<file path="config.mk">
export PLATFORM = sky130hd
export DESIGN_NAME = dese_wide
export DESIGN_NICKNAME = d
export VERILOG_FILES = /design/src/rtl/dese_wide.sv
export SDC_FILE = /design/constraint.sdc
export NUM_CORES = 1
export LEC_CHECK = 0
export ABC_AREA = 1
export ABC_CLOCK_PERIOD_IN_PS = 4600
export BUFFER_PORTS_ARGS = -buffer_cell sky130_fd_sc_hd__buf_2
export CAP_MARGIN = 10
export CORE_ASPECT_RATIO = 0.5
export CORE_MARGIN = 2
export CORE_UTILIZATION = 42
export DETAILED_ROUTE_END_ITERATION = 16
export SETUP_SLACK_MARGIN = 0.2
export SYNTH_ARGS = -nofsm -noshare
export SYNTH_HDL_FRONTEND = slang
export SYNTH_SLANG_ARGS = --single-unit
</file>
<file path="constraint.sdc">
create_clock -name clk -period 4.6 [get_ports clk]
set_input_delay 1.38 -clock clk [delete_from_list [all_inputs] [get_ports clk]]
set_output_delay 1.38 -clock clk [all_outputs]
set_load 0.01 [all_outputs]
</file>
<file path="src/rtl/dese_wide.sv">
// Wide deserializer: packs LANE-bit beats into WIDTH-bit words, index 0 first,
// with a one-word output register and slice-end flushing of partial words.
module dese_wide #(
    parameter int unsigned WIDTH = 64,
    parameter int unsigned LANE  = 1
) (
    input  logic                     clk,
    input  logic                     rst,
    input  logic                     clk_en,
    input  logic [0:LANE-1]          sign_in,
    input  logic                     sign_wr,
    input  logic                     slice_end,
    output logic                     sign_rdy,
    output logic [0:WIDTH-1]         sign_out,
    output logic [$clog2(WIDTH):0]   size_out,
    output logic                     des_wr,
    output logic                     last_wr,
    input  logic                     out_ack
);

    localparam int unsigned CW    = $clog2(WIDTH) + 1;
    localparam int unsigned BEATS = WIDTH / LANE;

    typedef enum logic [1:0] {FILL, HOLD_FULL, HOLD_LAST} acc_state_e;
    typedef enum logic [1:0] {EMPTY, WORD, LAST} out_state_e;

    acc_state_e          acc_state, acc_state_d;
    out_state_e          out_state, out_state_d;
    logic [0:WIDTH-1]    acc_word, acc_word_d;
    logic [CW-1:0]       acc_cnt, acc_cnt_d;
    logic [0:WIDTH-1]    out_word_d;
    logic [CW-1:0]       out_size_d;
    logic [0:WIDTH-1]    merged;
    logic [CW-1:0]       merged_cnt;
    logic                out_busy;
    logic                out_free;

    // State and output registers
    always_ff @(posedge clk or negedge rst) begin
        if (!rst) begin
            acc_state <= FILL;
            out_state <= EMPTY;
            acc_word  <= '0;
            acc_cnt   <= '0;
            sign_out  <= '0;
            size_out  <= '0;
            sign_rdy  <= 1'b1;
            des_wr    <= 1'b0;
            last_wr   <= 1'b0;
        end else begin
            acc_state <= acc_state_d;
            out_state <= out_state_d;
            acc_word  <= acc_word_d;
            acc_cnt   <= acc_cnt_d;
            sign_out  <= out_word_d;
            size_out  <= out_size_d;
            sign_rdy  <= (acc_state_d == FILL);
            des_wr    <= (out_state_d == WORD);
            last_wr   <= (out_state_d == LAST);
        end
    end

    // Next-state logic for accumulator and output register
    always_comb begin
        acc_state_d = acc_state;
        out_state_d = out_state;
        acc_word_d  = acc_word;
        acc_cnt_d   = acc_cnt;
        out_word_d  = sign_out;
        out_size_d  = size_out;

        out_busy = (out_state != EMPTY);
        out_free = !out_busy || (clk_en && out_ack);

        // Current word with this cycle's beat folded in (bits beyond count stay 0)
        merged = acc_word;
        if (sign_wr) begin
            for (int unsigned b = 0; b < BEATS; b++) begin
                if (acc_cnt == CW'(b * LANE)) begin
                    merged[b*LANE +: LANE] = sign_in;
                end
            end
        end
        merged_cnt = acc_cnt + (sign_wr ? CW'(LANE) : CW'(0));

        if (clk_en) begin
            if (out_busy && out_ack) begin
                out_state_d = EMPTY;
                out_word_d  = '0;
                out_size_d  = '0;
            end

            case (acc_state)
                FILL: begin
                    if (slice_end) begin
                        if (out_free) begin
                            out_state_d = LAST;
                            out_word_d  = merged;
                            out_size_d  = merged_cnt;
                            acc_word_d  = '0;
                            acc_cnt_d   = '0;
                        end else begin
                            acc_word_d  = merged;
                            acc_cnt_d   = merged_cnt;
                            acc_state_d = HOLD_LAST;
                        end
                    end else if (sign_wr) begin
                        if (merged_cnt == CW'(WIDTH)) begin
                            if (out_free) begin
                                out_state_d = WORD;
                                out_word_d  = merged;
                                out_size_d  = CW'(WIDTH);
                                acc_word_d  = '0;
                                acc_cnt_d   = '0;
                            end else begin
                                acc_word_d  = merged;
                                acc_cnt_d   = merged_cnt;
                                acc_state_d = HOLD_FULL;
                            end
                        end else begin
                            acc_word_d = merged;
                            acc_cnt_d  = merged_cnt;
                        end
                    end
                end
                HOLD_FULL, HOLD_LAST: begin
                    if (out_free) begin
                        out_state_d = (acc_state == HOLD_FULL) ? WORD : LAST;
                        out_word_d  = acc_word;
                        out_size_d  = acc_cnt;
                        acc_word_d  = '0;
                        acc_cnt_d   = '0;
                        acc_state_d = FILL;
                    end
                end
                default: acc_state_d = FILL;
            endcase
        end
    end

endmodule

</file>
==> results of run 1 <==
## cells in the mapped netlist (all sizes together)
cell     instances
nor3             3
nand3          257
o2111ai          1
o31ai            2
ha               5
inv            106
o21ai           78
dfstp            1
dfrtp          148
nor2           114
a221oi          12
clkinv           4
o22ai           87
a21oi          118
nand4           38
clkbuf         114
xnor2            1
o21bai           2
a21boi           1
buf             37
nand2          783
o211ai           2
a211oi           1
## layout make-up
cell class                      count  area [um^2]  share of cell area
Sequential cell                   149         3730               0.294
Tap cell                          352          440              0.0347
Inverter                          110          415              0.0327
Multi-Input combinational cell   1505         6750               0.532
Clock inverter                      9          173              0.0136
Timing Repair Buffer              112          709              0.0559
Clock buffer                       23          478              0.0377
## where the power goes
| group | leakage (nW) | switching, mW | internal (mW) |
|---|---|---|---|
| combinational | 4.25 | 1.35 | 0.372 |
| sequential | 2.06 | 0.0784 | 1.41 |
| clock | 0.317 | 0.603 | 1.00 |
## registers in the layout, summed over array words and instances (netlist names)
signal,cells
sign_rdy,1
sign_out,64
acc_word,64
acc_cnt,7
last_wr,1
size_out,7
out_state,2
des_wr,1
acc_state,2
## critical path, cell delays in order
cell and delay [ps]:
sky130_fd_sc_hd__buf_2 150, sky130_fd_sc_hd__ha_1 250, sky130_fd_sc_hd__ha_1 230, sky130_fd_sc_hd__nand3_1 140, sky130_fd_sc_hd__o21ai_0 170, sky130_fd_sc_hd__nand2_1 120
sky130_fd_sc_hd__nor2_1 230, sky130_fd_sc_hd__nand2_1 100, sky130_fd_sc_hd__nand2_2 80, sky130_fd_sc_hd__buf_4 430, sky130_fd_sc_hd__nand3_1 140, sky130_fd_sc_hd__nand2_1 90
sky130_fd_sc_hd__nand2_1 50, sky130_fd_sc_hd__nand2_1 80, sky130_fd_sc_hd__nand2_1 50, sky130_fd_sc_hd__nand2_1 50
## kinds of logic after synthesis
family | after synthesis | share of synthesized area
buffers and inverters | 261 | 0.0903
AO/OA/AOI/OAI | 304 | 0.148
AND/OR/NAND/NOR | 1195 | 0.429
flip-flops | 149 | 0.326
XOR/XNOR | 1 | 0.000765
adder cells (fa/ha/maj) | 5 | 0.00546
## stage by stage
step | cell area [um^2] | total power [mW]
global placement | 12000 | 3.20
CTS | 12700 | 4.82
global route | 12700 | 5.06
finish | 12700 | 4.81
detailed placement | 12000 | 3.21
floorplan | 11400 | 2.61
## metal layers
layer  wire (um)  global-route usage  up-vias
li1            -                   -     6275
met1       18300               0.394     5940
met2       16300               0.419      447
met3        2800              0.0457       49
met4         654              0.0770        0
met5           0                   0        -
## how the worst min path moves through the flow
stage | to | slack [ps] | cells after the start
floorplan | out_state[0] | 490 | 2
global placement | sign_out[51] | 490 | 2
detailed placement | sign_out[54] | 490 | 2
CTS | sign_out[54] | 500 | 2
global route | sign_out[2] | 530 | 2
finish | sign_out[54] | 500 | 2
==> results.toml, run 1 <==
[run_status]
run_status = "finished, final reports clean"

[hold_path]
timing.hold.worst.class = "reg -> reg"
hold_path_startpoint = "sign_out[54]"

[detailed_routing]
routedWlPerCell_um = 16.8
dr.pass1.iters = 8
vias_per_cell = 5.62
route.detailed.drc = 0
detail_route.wirelength_um = 38100
detail-route-antenna-nets = 0
via_count = 12711
detail_route.iter0.violations = 1270

[critical_path]
critical_path_class = "in -> reg"
setup.worst_path.start_class = "input port"
arrival_ps = 3770
timing.critical_path.to_type = "flip-flop"
setup.worst_path.start = "sign_wr"
worstSetupEndpoint = "sign_out[34]"
end_of_the_worst_register_to_register_path = "sign_out[34]"
worstPathRequired_ps = 4990
r2r.worst_path.cells = 15
startpoint_of_the_lowest_slack_register_to_register_path = "acc_cnt[0]"
worst-r2r-setup-slack_ps = 1850
worst-path-max-fanout = 38

[timing]
max_freq_ghz = 0.296
slew_limit_headroom = 0.168
hold_viol = 0
final-setup-viol-count = 0
final_period_minus_worst_setup_slack_ps = 3380
worst_clock_skew_ps = 6.51
worst-slew-pin-transition_ps = 1240
final.hold.worst_slack_ps = 497
period_share = 0.735
tns_ps = 0
rsz0062_at_grt = "no"
worst_slack_ps = 1220
final_max_slew_viol_count = 0

[logic_synthesis]
synth_top_area_frac = 0.323
postSynthCellCount = 1915
mappedNetlistNets = 1927
synth_warnings = 0
seq_area_frac_synth = 0.326
synthDominantAreaCellType = "sky130_fd_sc_hd__dfrtp_1"
main_area_contributors_after_synthesis = "sky130_fd_sc_hd__dfrtp_1, sky130_fd_sc_hd__nand2_1, sky130_fd_sc_hd__nand3_1"
postSynthRegisterBits = 149
netlist_area_mm2 = 0.0114
syn_avg_cell_area_um2 = 5.98
post_synth_num_cell_types = 28

[placement]
dp_worst_setup_slack_ps = 806
gp_congestion = 0.901
place_inst = 2228
io_buffers = 80
dp.final_hpwl_um = 22200

[global_routing]
grt_pass1_wl_um = 61800
grt_antenna_before_repair = 0
first_global_vias = 11368
grt.overflow.total = 0
grt_max_degree = 90
globalRouteTotalUtil = 0.272

[die]
die-area_mm2 = 0.0287
core_area_mm2 = 0.0266
initial_core_util = 0.431
io_pins = 81
placement_row_count = 42
fp.dieH_um = 121
die-width_um = 238

[cts]
tritoncts.num_buffers = 17
clkSinkCount = 149
cts_max_level = 4
clock_path_buffers = 2
path_clk_slew_ps = 60
cts-resized-gates = 0
post_cts.repair.setup_buffers = 0
worst_skew_pair.late_latency_ps = 450
tritoncts = "built"
count_of_hold_fix_buffers_inserted_at_cts = 0
clock_tree_root = "sky130_fd_sc_hd__clkbuf_16"

[final_layout]
fin_nets = 1907
layout_commonest_cell = "sky130_fd_sc_hd__nand2_1"
drive_gt1_frac = 0.0833
instances_no_fill = 2260
commonest_cells_after_routing_fill_and_taps_aside = "sky130_fd_sc_hd__nand2_1, sky130_fd_sc_hd__nand3_1, sky130_fd_sc_hd__dfrtp_1"
post-route-util = 0.477
num-fill-cells = 2840
area_overhead_of_the_layout_relative_to_synthesis_pct = 10.9
diodes = 0

[power]
power_leakage_nw = 6.63
power_density_mw_per_mm2 = 379
worst_ir_drop_vdd_mv = 0.272

[job]
max_capacitance_violation_count = 0
No activity file was read; power rests on OpenSTA's default activity.
==> run 2: changes to the inputs <==
Settings changed: ABC_CLOCK_PERIOD_IN_PS 4600 to 2750.
Clock period 4.6 ns to 2.75 ns, I/O delays scaled along.
==> run 2 against run 1 <==
Via count increased by 2.6%. Worst hold slack got worse by 210 ps. Flip-flop and latch count unchanged. Routed wire length increased by 5.7%. Combinational power increased by 96%. First-iteration DRC count increased by 5.6%.
==> results.toml, run 2 (synthesized netlist as in run 1, its figures left out) <==
[critical_path]
arrival_ps = 2820
startpoint_of_the_lowest_slack_register_to_register_path = "acc_cnt[0]"
worst-r2r-setup-slack_ps = 320
worst-path-max-fanout = 8
critical_path_class = "in -> reg"
timing.critical_path.to_type = "flip-flop"
end_of_the_worst_register_to_register_path = "acc_word[49]"
r2r.worst_path.cells = 12
setup.worst_path.start_class = "input port"
worstPathRequired_ps = 3080

[power]
worst_ir_drop_vdd_mv = 0.415
power_density_mw_per_mm2 = 601
power_leakage_nw = 7.06

[placement]
dp.final_hpwl_um = 24700
io_buffers = 80
gp_congestion = 0.929
dpl_cell_area_mm2 = 0.0127

[cts]
clock_tree_root = "sky130_fd_sc_hd__clkbuf_16"
post_cts.repair.setup_buffers = 0
clock_path_buffers = 2
path_clk_slew_ps = 60
worst_skew_pair.late_latency_ps = 460
cts_max_level = 4
clkSinkCount = 149
tritoncts.num_buffers = 17
tritoncts = "built"

[detailed_routing]
detail_route.iter0.violations = 1341
detail-route-antenna-nets = 0
dr.pass1.iters = 6
vias_per_cell = 5.60
route.detailed.drc = 0
routedWlPerCell_um = 17.3
detail_route.wirelength_um = 40200
via_count = 13037

[global_routing]
globalRouteTotalUtil = 0.276
grt_pass1_wl_um = 62800
first_global_vias = 11645
grt_antenna_before_repair = 0
grt.overflow.total = 0
grt_max_degree = 102

[timing]
final_max_slew_viol_count = 0
hold_viol = 0
rsz0062_at_grt = "yes"
period_share = 0.907
max_freq_ghz = 0.401
final.hold.worst_slack_ps = 291
worst_clock_skew_ps = 5.50
final_period_minus_worst_setup_slack_ps = 2490
slew_limit_headroom = 0.583
tns_ps = 0
worst-slew-pin-transition_ps = 625
final-setup-viol-count = 0

[die]
io_pins = 81
initial_core_util = 0.431
fp.dieH_um = 121
die-area_mm2 = 0.0287
core_area_mm2 = 0.0266
die-width_um = 238
placement_row_count = 42

[final_layout]
num-fill-cells = 2794
commonest_cells_after_routing_fill_and_taps_aside = "sky130_fd_sc_hd__nand2_1, sky130_fd_sc_hd__nand3_1, sky130_fd_sc_hd__dfrtp_1"
layout_commonest_cell = "sky130_fd_sc_hd__nand2_1"
post-route-util = 0.507
drive_gt1_frac = 0.119
final_area_mm2 = 0.0135
fin_nets = 1977
biggestRegsByFlops = "acc_word: 64 flops, sign_out: 64 flops"
area_overhead_of_the_layout_relative_to_synthesis_pct = 17.7
diodes = 0

[hold_path]
timing.hold.worst.class = "in -> async"

[run_status]
run_status = "finished, final reports clean"

[job]
max_capacitance_violation_count = 0
[run 2: worst max-delay path: stages]
cell	delay [ps]
sky130_fd_sc_hd__buf_2	140
sky130_fd_sc_hd__ha_2	190
sky130_fd_sc_hd__ha_2	180
sky130_fd_sc_hd__buf_4	140
sky130_fd_sc_hd__xnor2_2	120
sky130_fd_sc_hd__nand3_1	100
sky130_fd_sc_hd__nor2_2	220
sky130_fd_sc_hd__nand2_2	130
sky130_fd_sc_hd__nand2_8	190
sky130_fd_sc_hd__nand2_4	110
sky130_fd_sc_hd__nand3_4	170
sky130_fd_sc_hd__clkbuf_16	200
sky130_fd_sc_hd__o22ai_1	80
[run 2: worst max-delay path by stage]
| stage | cells past startpoint | from | to | slack (ps) |
|---|---|---|---|---|
| after detailed placement | 16 | sign_wr | sign_out[61] | -140 |
| final | 13 | sign_wr | acc_word[49] | 260 |
| after CTS | 11 | acc_state[0] | sign_out[61] | 300 |
| after global placement | 16 | sign_wr | sign_out[51] | -100 |
| after floorplan | 15 | sign_wr | sign_out[35] | 200 |
| after global routing | 16 | sign_wr | sign_out[37] | 190 |
[run 2: stage by stage]
| step | power (mW) | worst slack [ps] | cells |
|---|---|---|---|
| final | 8.10 | 255 | 2328 |
| after CTS | 7.90 | 297 | 2319 |
| after global routing | 8.52 | 192 | 2328 |
| after detailed placement | 5.63 | -136 | 2289 |
| after floorplan | 4.37 | 204 | 1915 |
| after global placement | 5.63 | -98.3 | 2289 |
[run 2: repair_timing]
item	in CTS	in global routing
gates resized for setup	0	19
endpoints found under the setup margin	0	76
endpoints found under the hold margin	0	0
hold buffers	0	0
[run 2: cell type report]
| type | count | area (um^2) | share of cell area |
|---|---|---|---|
| Multi-Input combinational cell | 1506 | 6830 | 0.507 |
| Sequential cell | 149 | 3730 | 0.277 |
| Timing Repair Buffer | 181 | 1520 | 0.113 |
| Clock buffer | 26 | 519 | 0.0385 |
| Tap cell | 352 | 440 | 0.0327 |
| Inverter | 110 | 415 | 0.0308 |
| Clock inverter | 4 | 20.0 | 0.00149 |
[run 2: report_power, final]
group	switching, mW	total (mW)	internal, mW
sequential	0.120	2.48	2.36
clock	0.976	2.26	1.28
combinational	2.43	3.37	0.939
total	3.53	8.10	4.58
[run 2: metal layers]
layer	track usage	up-vias	share of wire
li1	-	6426	-
met1	0.395	6131	0.48
met2	0.428	438	0.43
met3	0.0532	42	0.079
met4	0.0680	0	0.012
met5	0	-	0
